## src/rtl/pipe_stage_chain.sv

```systemverilog
// -----------------------------------------------------------------------------
// pipe_stage_chain
//   Elastic pipeline register chain: DEPTH registered stages carrying a
//   WIDTH-bit payload with valid/ready handshake at both ends, bubble
//   collapsing, per-stage kill, global flush, optional one-entry input skid
//   buffer (SKID=1) and a registered occupancy count.
//
// Ports
//   clk        rising-edge clock
//   reset      asynchronous, active-low reset
//   in_valid   upstream offers in_data
//   in_ready   chain accepts in_data this cycle
//   in_data    input payload
//   out_valid  last stage holds a live (not killed) item
//   out_ready  downstream consumes out_data this cycle
//   out_data   payload of the last stage
//   kill       bit i squashes the item held in stage i at this edge
//   flush      clears every stage and the skid entry at this edge
//   count      live entries (stages plus skid) after the most recent edge
// -----------------------------------------------------------------------------
module pipe_stage_chain #(
  parameter int WIDTH = 32,
  parameter int DEPTH = 3,
  parameter int SKID  = 0
) (
  input  logic                          clk,
  input  logic                          reset,
  input  logic                          in_valid,
  output logic                          in_ready,
  input  logic [WIDTH-1:0]              in_data,
  output logic                          out_valid,
  input  logic                          out_ready,
  output logic [WIDTH-1:0]              out_data,
  input  logic [DEPTH-1:0]              kill,
  input  logic                          flush,
  output logic [$clog2(DEPTH+2)-1:0]    count
);

  localparam int CW = $clog2(DEPTH+2);

  logic [DEPTH-1:0] r_v;
  logic [WIDTH-1:0] r_d [DEPTH];
  logic [CW-1:0]    r_count;

  logic [DEPTH-1:0] w_lv;      // stage holds an item that survives this edge
  logic [DEPTH-1:0] w_adv;     // stage may take the item from its upstream neighbour
  logic [DEPTH-1:0] w_up_v;    // live item offered to each stage from upstream
  logic [DEPTH-1:0] w_v_nxt;
  logic             w_src_v;   // stage 0 source (skid entry or input)
  logic [WIDTH-1:0] w_src_d;
  logic             w_sv_nxt;
  logic [CW-1:0]    w_cnt_nxt;

  always_comb begin
    w_lv = r_v & ~kill;
  end

  // A stage advances when the stage ahead advances or when it is itself empty,
  // so bubbles collapse behind a stalled head.
  always_comb begin
    w_adv = '0;
    w_adv[DEPTH-1] = out_ready | ~w_lv[DEPTH-1];
    for (int unsigned k = 1; k < DEPTH; k++) begin
      w_adv[DEPTH-1-k] = w_adv[DEPTH-k] | ~w_lv[DEPTH-1-k];
    end
  end

  generate
    if (SKID == 0) begin : g_noskid
      always_comb begin
        in_ready = w_adv[0] & ~flush;
        w_src_v  = in_valid & in_ready;
        w_src_d  = in_data;
        w_sv_nxt = 1'b0;
      end
    end else begin : g_skid
      logic             r_sv;
      logic [WIDTH-1:0] r_sd;
      logic             w_acc;

      // in_ready depends only on registered state and flush, breaking the
      // out_ready -> in_ready combinational path.
      always_comb begin
        in_ready = ~r_sv & ~flush;
        w_acc    = in_valid & in_ready;
        w_src_v  = r_sv | w_acc;
        w_src_d  = r_sv ? r_sd : in_data;
        w_sv_nxt = 1'b0;
        if (flush)                   w_sv_nxt = 1'b0;
        else if (r_sv)               w_sv_nxt = ~w_adv[0];
        else if (w_acc && !w_adv[0]) w_sv_nxt = 1'b1;
      end

      always_ff @(posedge clk or negedge reset) begin
        if (!reset) begin
          r_sv <= 1'b0;
          r_sd <= '0;
        end else begin
          r_sv <= w_sv_nxt;
          if (!flush && w_acc && !w_adv[0]) r_sd <= in_data;
        end
      end
    end
  endgenerate

  always_comb begin
    w_up_v[0] = w_src_v;
    for (int unsigned i = 1; i < DEPTH; i++) begin
      w_up_v[i] = w_lv[i-1];
    end
  end

  always_comb begin
    w_v_nxt = '0;
    for (int unsigned i = 0; i < DEPTH; i++) begin
      if (flush)         w_v_nxt[i] = 1'b0;
      else if (w_adv[i]) w_v_nxt[i] = w_up_v[i];
      else               w_v_nxt[i] = w_lv[i];
    end
  end

  always_comb begin
    w_cnt_nxt = CW'(w_sv_nxt);
    for (int unsigned i = 0; i < DEPTH; i++) begin
      w_cnt_nxt = w_cnt_nxt + CW'(w_v_nxt[i]);
    end
  end

  // Data registers load only when a live item actually moves in, so bubble
  // moves and flushes leave them untouched.
  always_ff @(posedge clk or negedge reset) begin
    if (!reset) begin
      r_v     <= '0;
      r_count <= '0;
      for (int unsigned i = 0; i < DEPTH; i++) begin
        r_d[i] <= '0;
      end
    end else begin
      r_v     <= w_v_nxt;
      r_count <= w_cnt_nxt;
      if (!flush && w_adv[0] && w_up_v[0]) r_d[0] <= w_src_d;
      for (int unsigned i = 1; i < DEPTH; i++) begin
        if (!flush && w_adv[i] && w_up_v[i]) r_d[i] <= r_d[i-1];
      end
    end
  end

  always_comb begin
    out_valid = w_lv[DEPTH-1];
    out_data  = r_d[DEPTH-1];
    count     = r_count;
  end

endmodule
```

## config.mk

```make
export PLATFORM = sky130hd
export DESIGN_NAME = pipe_stage_chain
export DESIGN_NICKNAME = d
export VERILOG_FILES = /design/src/rtl/pipe_stage_chain.sv
export SDC_FILE = /design/constraint.sdc
export NUM_CORES = 1
export LEC_CHECK = 0
export CORE_ASPECT_RATIO = 1.5
export CORE_UTILIZATION = 35
export CTS_BUF_LIST = sky130_fd_sc_hd__clkbuf_4 sky130_fd_sc_hd__clkbuf_8
export CTS_CLUSTER_SIZE = 12
export DETAILED_ROUTE_END_ITERATION = 10
export SYNTH_ARGS = -nofsm -noshare
export SYNTH_HDL_FRONTEND = slang
export SYNTH_SLANG_ARGS = --single-unit
```

## constraint.sdc

```tcl
create_clock -name clk -period 2.3 [get_ports clk]
set_input_delay 0.69 -clock clk [delete_from_list [all_inputs] [get_ports clk]]
set_output_delay 0.69 -clock clk [all_outputs]
set_load 0.05 [all_outputs]
```

==> impl_summary.log, run 1 <==
[metrics] ys flop type: sky130_fd_sc_hd__dfrtp_1
[metrics] Cell Rows: 48
[metrics] biggest area contributors in the synthesized netlist: sky130_fd_sc_hd__dfrtp_1, sky130_fd_sc_hd__mux2_2, sky130_fd_sc_hd__mux2_4
[metrics] Ant. Diodes: 0
[metrics] peak fanout along the critical path: 2
[metrics] detailed-route wire length per cell: 14.7 um
[metrics] async set-or-reset flop fraction in the synthesized netlist: 100%
[metrics] CTS tree: yes
[metrics] CP endpoint: in_ready
[metrics] total number of H-tree levels: 3
[metrics] total global-route track usage: roughly an eighth
[metrics] Max transition margin: 63.6%
[metrics] Critical-path top delay cell: sky130_fd_sc_hd__dlygate4sd2_1
[metrics] post-route fraction of the period consumed by the critical path: 97.6%
[metrics] number of antenna violations at the first check in global routing: 0
[metrics] Max stage delay on crit path: 250 ps
[metrics] Syn. warnings: 0
[metrics] Stages on worst setup path: 5
[metrics] die width: 91.6 um
[metrics] Global Route met2 Usage: 20.6%
[metrics] Arr. time, crit path: around 1600 ps
[metrics] library cell used as clock root buffer: sky130_fd_sc_hd__clkbuf_8
[metrics] busiest layer in global routing: met2
[metrics] routability cong.: 0.670
[metrics] wire length of the first global-routing pass: 11600 um
[metrics] worst r2r path cells: 6
[metrics] post-route setup TNS: 0 ps
[metrics] final setup violation count: 0
[metrics] port bufs: between 70 and 80
[metrics] Clk pin slew, worst setup/hold paths: 90 ps
[metrics] CP Capture Type: primary output
[metrics] power per cell area: 922 nW/um2
[metrics] Tmin final: 2240 ps
[metrics] Worst-Skew Late Latency: ~350 ps
[metrics] fraction of layout cells with a size suffix above 1: 42.6%
[metrics] worst supply voltage drop on vdd: 361 uV
[metrics] routing usage on met1: 14.5%
[metrics] outcome: finished clean
[metrics] iteration-0 DRC count of the detailed router: 38
[metrics] buffer levels on the longest clock path: 2
[metrics] measured slew at the worst slew-check pin: 546 ps
[metrics] cell-by-cell listing of the critical path: dlygate4sd2_1, nor3b_4, and3_4, nor2_2, buf_6
[metrics] post-detailed-route count of antenna-violating nets: 0
[metrics] fraction of the yosys area taken by sequential cells: 59.9%
[metrics] met3 routing resource usage after global routing: under 10%
[metrics] number of sinks driven by the clock tree: 101
[metrics] most common library cells after synthesis: sky130_fd_sc_hd__dfrtp_1, sky130_fd_sc_hd__mux2_2, sky130_fd_sc_hd__buf_4
[metrics] cell area after synthesis: 4220 um2
[metrics] number of hold-slack violations in the final timing report: 0
[metrics] f_max: 0.446 GHz
[metrics] number of register bits inferred by synthesis: 101
[metrics] y dimension of the die: 136 um
[metrics] routed wire length: about 7000 um
[metrics] standard cell area after detailed placement: 5060 um2
[metrics] CP Class: primary input to primary output
[metrics] effective utilization at floorplan: a little over a third
[metrics] r2r startpoint: r_v[2]
[metrics] vias after detailed routing: 2141
[metrics] kind of launch point of the worst setup path: primary input
[metrics] via count of the first global-routing pass: 2283
[metrics] Die ar.: 12500 um2
[metrics] area added between synthesis and finish: 25.1%
[metrics] number of iterations in the first detailed-routing pass: 4
[metrics] sequential standard cell area: about 2500 um2
[metrics] Leak: 2.43 nW
[metrics] pins over their slew limit: 0
[metrics] cell type with the largest total area after synthesis: sky130_fd_sc_hd__dfrtp_1
[metrics] clock buffer count from CTS: 9
[metrics] number of synthesized flops with an enable pin: 0
[metrics] post-synth top area share: between 50% and 60%
[metrics] setup repair after global routing missed its margin: no
[metrics] via count normalized by instance count: roughly 4.5
[metrics] worst min-delay path category: primary input to async pin
[metrics] GR Overflow Total: 0
[metrics] number of distinct standard cells referenced by the synthesized netlist: 24
[metrics] critical path launch point: out_ready
[metrics] boundary pin count: 77
[metrics] post-synthesis net count: 306
[metrics] final standard cell area without fillers: 5280 um2
[metrics] worst clock skew on the final layout: between 8 and 9 ps
[metrics] Reg2Reg Capture Point: out_data[22]
[metrics] pin count of the biggest net entering global routing: 41
[metrics] buffering stage count on the worst path with inverters included: 2
[metrics] Filler Cells Inserted: 1082
[metrics] family with the most delay on the worst path: simple AND/OR/NAND/NOR gates
[metrics] Post-route DRC: 0
[metrics] flop2flop setup slack: 340 ps
[metrics] core area: around 12000 um2
[metrics] Multi-input gate area: 1380 um2
[metrics] Nets: 366
[metrics] leading cell type by number of instances after synthesis: sky130_fd_sc_hd__dfrtp_1
[metrics] mean post-synth cell area: 15.9 um2
[metrics] Req. time, crit path: 1610 ps
[metrics] Detail Placement HPWL: 4870 um
[metrics] max-capacitance violation count: 0
[metrics] synthesized instance count: 265
[metrics by stage]
stage               power, mW  util [%]  cells  setup WS (ps)  hold slack (ps)
finish                   4.87      45.3    479           55.7              312
global route             5.12      45.3    479           2.42              328
CTS                      4.95      45.2    479           15.1              308
detailed placement       3.83      43.4    462           -300              480
global placement         3.79      43.4    462           -307              465
floorplan                3.52         -    265           66.6              394
[area by class of cell]
cell class | count | area share (%)
Clock buffer | 11 | 2.75
Clock inverter | 4 | 0.924
Inverter | 3 | 0.213
Multi-Input combinational cell | 117 | 26.2
Sequential cell | 101 | 47.9
Tap cell | 150 | 3.55
Timing Repair Buffer | 93 | 18.5
[cell usage in the layout (no fill, tap or decap), types with 3 or more instances in the layout]
cell                                n
sky130_fd_sc_hd__dfrtp_1          101
sky130_fd_sc_hd__clkdlybuf4s50_1   66
sky130_fd_sc_hd__mux2_2            64
sky130_fd_sc_hd__mux2_4            30
sky130_fd_sc_hd__buf_4             13
sky130_fd_sc_hd__clkbuf_8          10
sky130_fd_sc_hd__buf_12             8
sky130_fd_sc_hd__inv_1              3
sky130_fd_sc_hd__dlygate4sd2_1      3
[metal layers]
| layer | up-vias | wire, um |
|---|---|---|
| met5 | - | 0 |
| met2 | 44 | 3660 |
| met4 | 0 | 122 |
| li1 | 987 | - |
| met3 | 11 | 267 |
| met1 | 1099 | 2970 |
[worst reg2reg max path, stage by stage (launching register included)]
cell and delay (ps):
sky130_fd_sc_hd__dfrtp_1 390, sky130_fd_sc_hd__nor3b_4 160, sky130_fd_sc_hd__buf_4 140, sky130_fd_sc_hd__buf_4 140, sky130_fd_sc_hd__or3b_2 510, sky130_fd_sc_hd__buf_12 200, sky130_fd_sc_hd__mux2_4 300
[registers in the layout, indices dropped and copies added (netlist names)]
register,cells
count,2
out_data,32
r_d,64
r_v,3
[worst min-delay path by stage]
stage            start  depth (start not counted)  slack (ps)           to
3_3_place_gp   r_d[72]                          1         470      r_d[72]
6_report         reset                          1         310      r_d[40]
3_5_place_dp   r_d[95]                          1         480      r_d[95]
2_1_floorplan    reset                          0         390     count[0]
4_1_cts          reset                          1         310  out_data[8]
5_1_grt          reset                          1         330  out_data[9]
[power by group]
part	switching (mW)	leakage, nW	internal (mW)
Sequential	0.203	1.25	2.17
Combinational	0.724	1.08	0.674
Clock	0.564	0.103	0.538
Total	1.49	2.43	3.38
[what timing repair did]
action	CTS	global route
gates resized for setup	7	3
hold buffers	0	0
endpoints found under the setup margin	1	2
buffers inserted	2	0
pin swaps	2	2
cloned	0	0
[logic make-up (layout without fill, tap and decap cells)]
kind of cell,after synthesis,after routing,synth area share [%]
other,1,1,0.0889
AOI/OAI and AO/OA,6,6,1.16
muxes,96,96,28.3
and+or+nand+nor,13,13,2.19
buffers and inverters,47,111,7.89
DFF,101,101,59.9
adders and majority gates,1,1,0.475
No activity file was read; power rests on OpenSTA's default activity.
==> inputs of run 2 (changes only) <==
--- a/config.mk
+++ b/config.mk
@@ -12,2 +12,3 @@
 export DETAILED_ROUTE_END_ITERATION = 10
+export GPL_ROUTABILITY_DRIVEN = 0
 export SYNTH_ARGS = -nofsm -noshare
==> constraint.sdc (replaced) <==
create_clock -name clk -period 2.3 [get_ports clk]
set_input_delay 0.345 -clock clk [delete_from_list [all_inputs] [get_ports clk]]
set_output_delay 0.345 -clock clk [all_outputs]
set_load 0.05 [all_outputs]
==> impl_summary.log, run 2 (synthesized netlist as in run 1, its figures left out) <==
[metrics] part of the total power dissipated in combinational logic: 28.4% (was 28.7%)
[metrics] Leak: 2.35 nW (was 2.43 nW)
[metrics] Cell Rows: 48 (unchanged)
[metrics] Largest register FFs: 64 (unchanged)
[metrics] flop2flop setup slack: 560 ps (was 340 ps)
[metrics] final standard cell area without fillers: 5200 um2 (was 5280 um2)
[metrics] Int Pwr: 3.38 mW (about the same)
[metrics] Detail Placement HPWL: 4800 um (was 4870 um)
[metrics] standard cell area after detailed placement: 4980 um2 (was 5060 um2)
[metrics] outcome: finished clean (unchanged)
[metrics] vias after detailed routing: 2115 (was 2141)
[metrics] sequential power share: 48.0% (was 48.7%)
[metrics] post-route fraction of the period consumed by the critical path: 86.3% (was 97.6%)
[metrics] measured slew at the worst slew-check pin: 528 ps (was 546 ps)
[metrics] Post-route DRC: 0 (unchanged)
[metrics] worst clock skew on the final layout: 8.61 ps (was 8.60 ps)
[metrics] CP Class: primary input to primary output (unchanged)
[metrics] Filler Cells Inserted: 1062 (was 1082)
[metrics] worst r2r path cells: 5 (was 6)
[metrics] Arr. time, crit path: 1640 ps (was 1550 ps)
[metrics] Post-CTS Hold Buffers: 1 (was 0)
[metrics] wire length of the first global-routing pass: 11400 um (was 11600 um)
[metrics] number of hold-slack violations in the final timing report: 0 (unchanged)
[metrics] Design Power: 4.93 mW (was 4.87 mW)
[metrics] NetSw: 1.55 mW (was 1.49 mW)
[metrics] placement-stage worst setup slack: 41.4 ps (was -300 ps)
[metrics] Tmin final: 1990 ps (was 2240 ps)
[metrics] y dimension of the die: 136 um (unchanged)
[metrics] iteration-0 DRC count of the detailed router: 42 (was 38)
[metrics] worst min-delay path category: primary input to async pin (unchanged)
[metrics] max-capacitance violation count: 0 (unchanged)
[metrics] setup repair after global routing missed its margin: no (unchanged)
[metrics] number of buffers inserted by post-CTS setup repair: 0 (was 2)
[metrics] post-route setup TNS: 0 ps (unchanged)
[metrics] pins over their slew limit: 0 (unchanged)
[metrics] number of iterations in the first detailed-routing pass: 2 (was 4)
[metrics] clock buffer count from CTS: 9 (unchanged)
[metrics] detailed-route wire length per cell: 15.0 um (was 14.7 um)
[metrics] Ant. Diodes: 0 (unchanged)
[metrics] CTS tree: yes (unchanged)
[metrics] Die ar.: 12500 um2 (unchanged)
[metrics] Max transition margin: 64.7% (was 63.6%)
[metrics] final setup violation count: 0 (unchanged)
[metrics] area added between synthesis and finish: 23.3% (was 25.1%)
[metrics] kind of launch point of the worst setup path: primary input (unchanged)
[metrics] number of antenna violations at the first check in global routing: 0 (unchanged)
[metrics] buffer levels on the longest clock path: 2 (unchanged)
[metrics] Nets: 358 (was 366)
[metrics] port bufs: 75 (unchanged)
[metrics] total number of H-tree levels: 3 (unchanged)
[metrics] share of total power in the clock network: 23.6% (was 22.6%)
[metrics] Clk pin slew, worst setup/hold paths: 100 ps (was 90 ps)
[metrics] post-detailed-route count of antenna-violating nets: 0 (unchanged)
[metrics] worst hold margin: 351 ps (was 312 ps)
[metrics] core area: 11700 um2 (unchanged)
[metrics] routed wire length: 7060 um (was 7020 um)
[metrics] peak fanout along the critical path: 7 (was 2)
[metrics] number of sinks driven by the clock tree: 101 (unchanged)
[metrics] library cell used as clock root buffer: sky130_fd_sc_hd__clkbuf_8 (unchanged)
[metrics] die width: 91.6 um (unchanged)
[metrics] via count normalized by instance count: 4.48 (was 4.47)
[metrics] effective utilization at floorplan: 36.2% (unchanged)
[metrics] Worst-Skew Late Latency: 360 ps (was 350 ps)
[metrics] switching fraction of total power: 31.4% (was 30.6%)
[metrics] most frequent standard cell in the layout excluding fill and tap cells: sky130_fd_sc_hd__dfrtp_1 (unchanged)
[metrics] fraction of layout cells with a size suffix above 1: 39.8% (was 42.6%)
[metrics] GR Overflow Total: 0 (unchanged)
[metrics] boundary pin count: 77 (unchanged)
[metrics] commonest cells after routing, fill and taps aside: sky130_fd_sc_hd__dfrtp_1, sky130_fd_sc_hd__clkdlybuf4s50_1, sky130_fd_sc_hd__mux2_2 (unchanged)
[metrics] pin count of the biggest net entering global routing: 63 (was 41)
[metrics] Req. time, crit path: 1960 ps (was 1610 ps)
[metrics] register name with the most flops: r_d (unchanged)
[metrics] CP Capture Type: primary output (unchanged)
[metrics] critical path launch point: kill[2] (was out_ready)
[metrics] Reg2Reg Capture Point: count[0] (was out_data[22])
[metrics] f_max: 0.504 GHz (was 0.446 GHz)
[metrics] power per cell area: 948 nW/um2 (was 922 nW/um2)
[metrics] total global-route track usage: 12.2% (was 12.4%)
[metrics] r2r startpoint: r_v[2] (unchanged)
[metrics] worst supply voltage drop on vdd: 346 uV (was 361 uV)
[metrics] via count of the first global-routing pass: 2229 (was 2283)
[metrics] count of cells resized by post-cts repair: 0 (was 7)
[metrics] final worst-path setup slack: 315 ps (was 55.7 ps)
==> run 2: changes by cell type in the layout (fill, tap and decap cells not counted), sizes merged, moves of 3 or more <==
cell           delta
dlygate4sd2       -3
buf              -10
clkinvlp          +4
clkinv            -3
clkdlybuf4s50     +6
==> run 2: how the worst max path moves through the flow <==
stage / end / slack, ps / cells after the start
finish: in_ready / 310 / 5
detailed placement: count[0] / 40 / 6
floorplan: in_ready / 650 / 3
global placement: count[0] / 70 / 6
global route: in_ready / 230 / 5
CTS: in_ready / 290 / 5
==> run 2: layer usage <==
| layer | up-vias | part of all wire, % | GRT usage [%] |
|---|---|---|---|
| li1 | 974 | - | - |
| met1 | 1085 | 41 | 14.2 |
| met2 | 45 | 51 | 19.8 |
| met3 | 11 | 5.3 | 4.31 |
| met4 | 0 | 2.0 | 6.08 |
| met5 | - | 0 | 0 |
==> run 2: per-stage QoR <==
step	std cells	utilization, %
final	472	44.7
after global routing	472	44.7
after CTS	472	44.7
after detailed placement	455	42.8
after global placement	455	42.8
after floorplan	265	-
==> run 2: layout make-up <==
class,count,area [um2],share of cell area [%]
clock buffer,10,138,2.65
clock inverter,6,71.3,1.37
inverter,3,11.3,0.216
multi-input combinational,117,1370,26.4
sequential,101,2530,48.6
tap,150,188,3.61
timing repair buffer,85,896,17.2
==> run 2: critical path: stages <==
cell and delay [ps]:
sky130_fd_sc_hd__clkdlybuf4s50_1 460, sky130_fd_sc_hd__nor3b_4 380, sky130_fd_sc_hd__and3_1 220, sky130_fd_sc_hd__nor2_1 50, sky130_fd_sc_hd__buf_4 180
==> run 2: power by group through the flow <==
stage	Clock, mW	Sequential [mW]	Combinational [mW]
CTS	1.22	2.37	1.42
global route	1.28	2.42	1.47
detailed placement	0	2.41	1.41
finish	1.16	2.37	1.40
floorplan	0	2.34	1.17
global placement	0	2.40	1.39
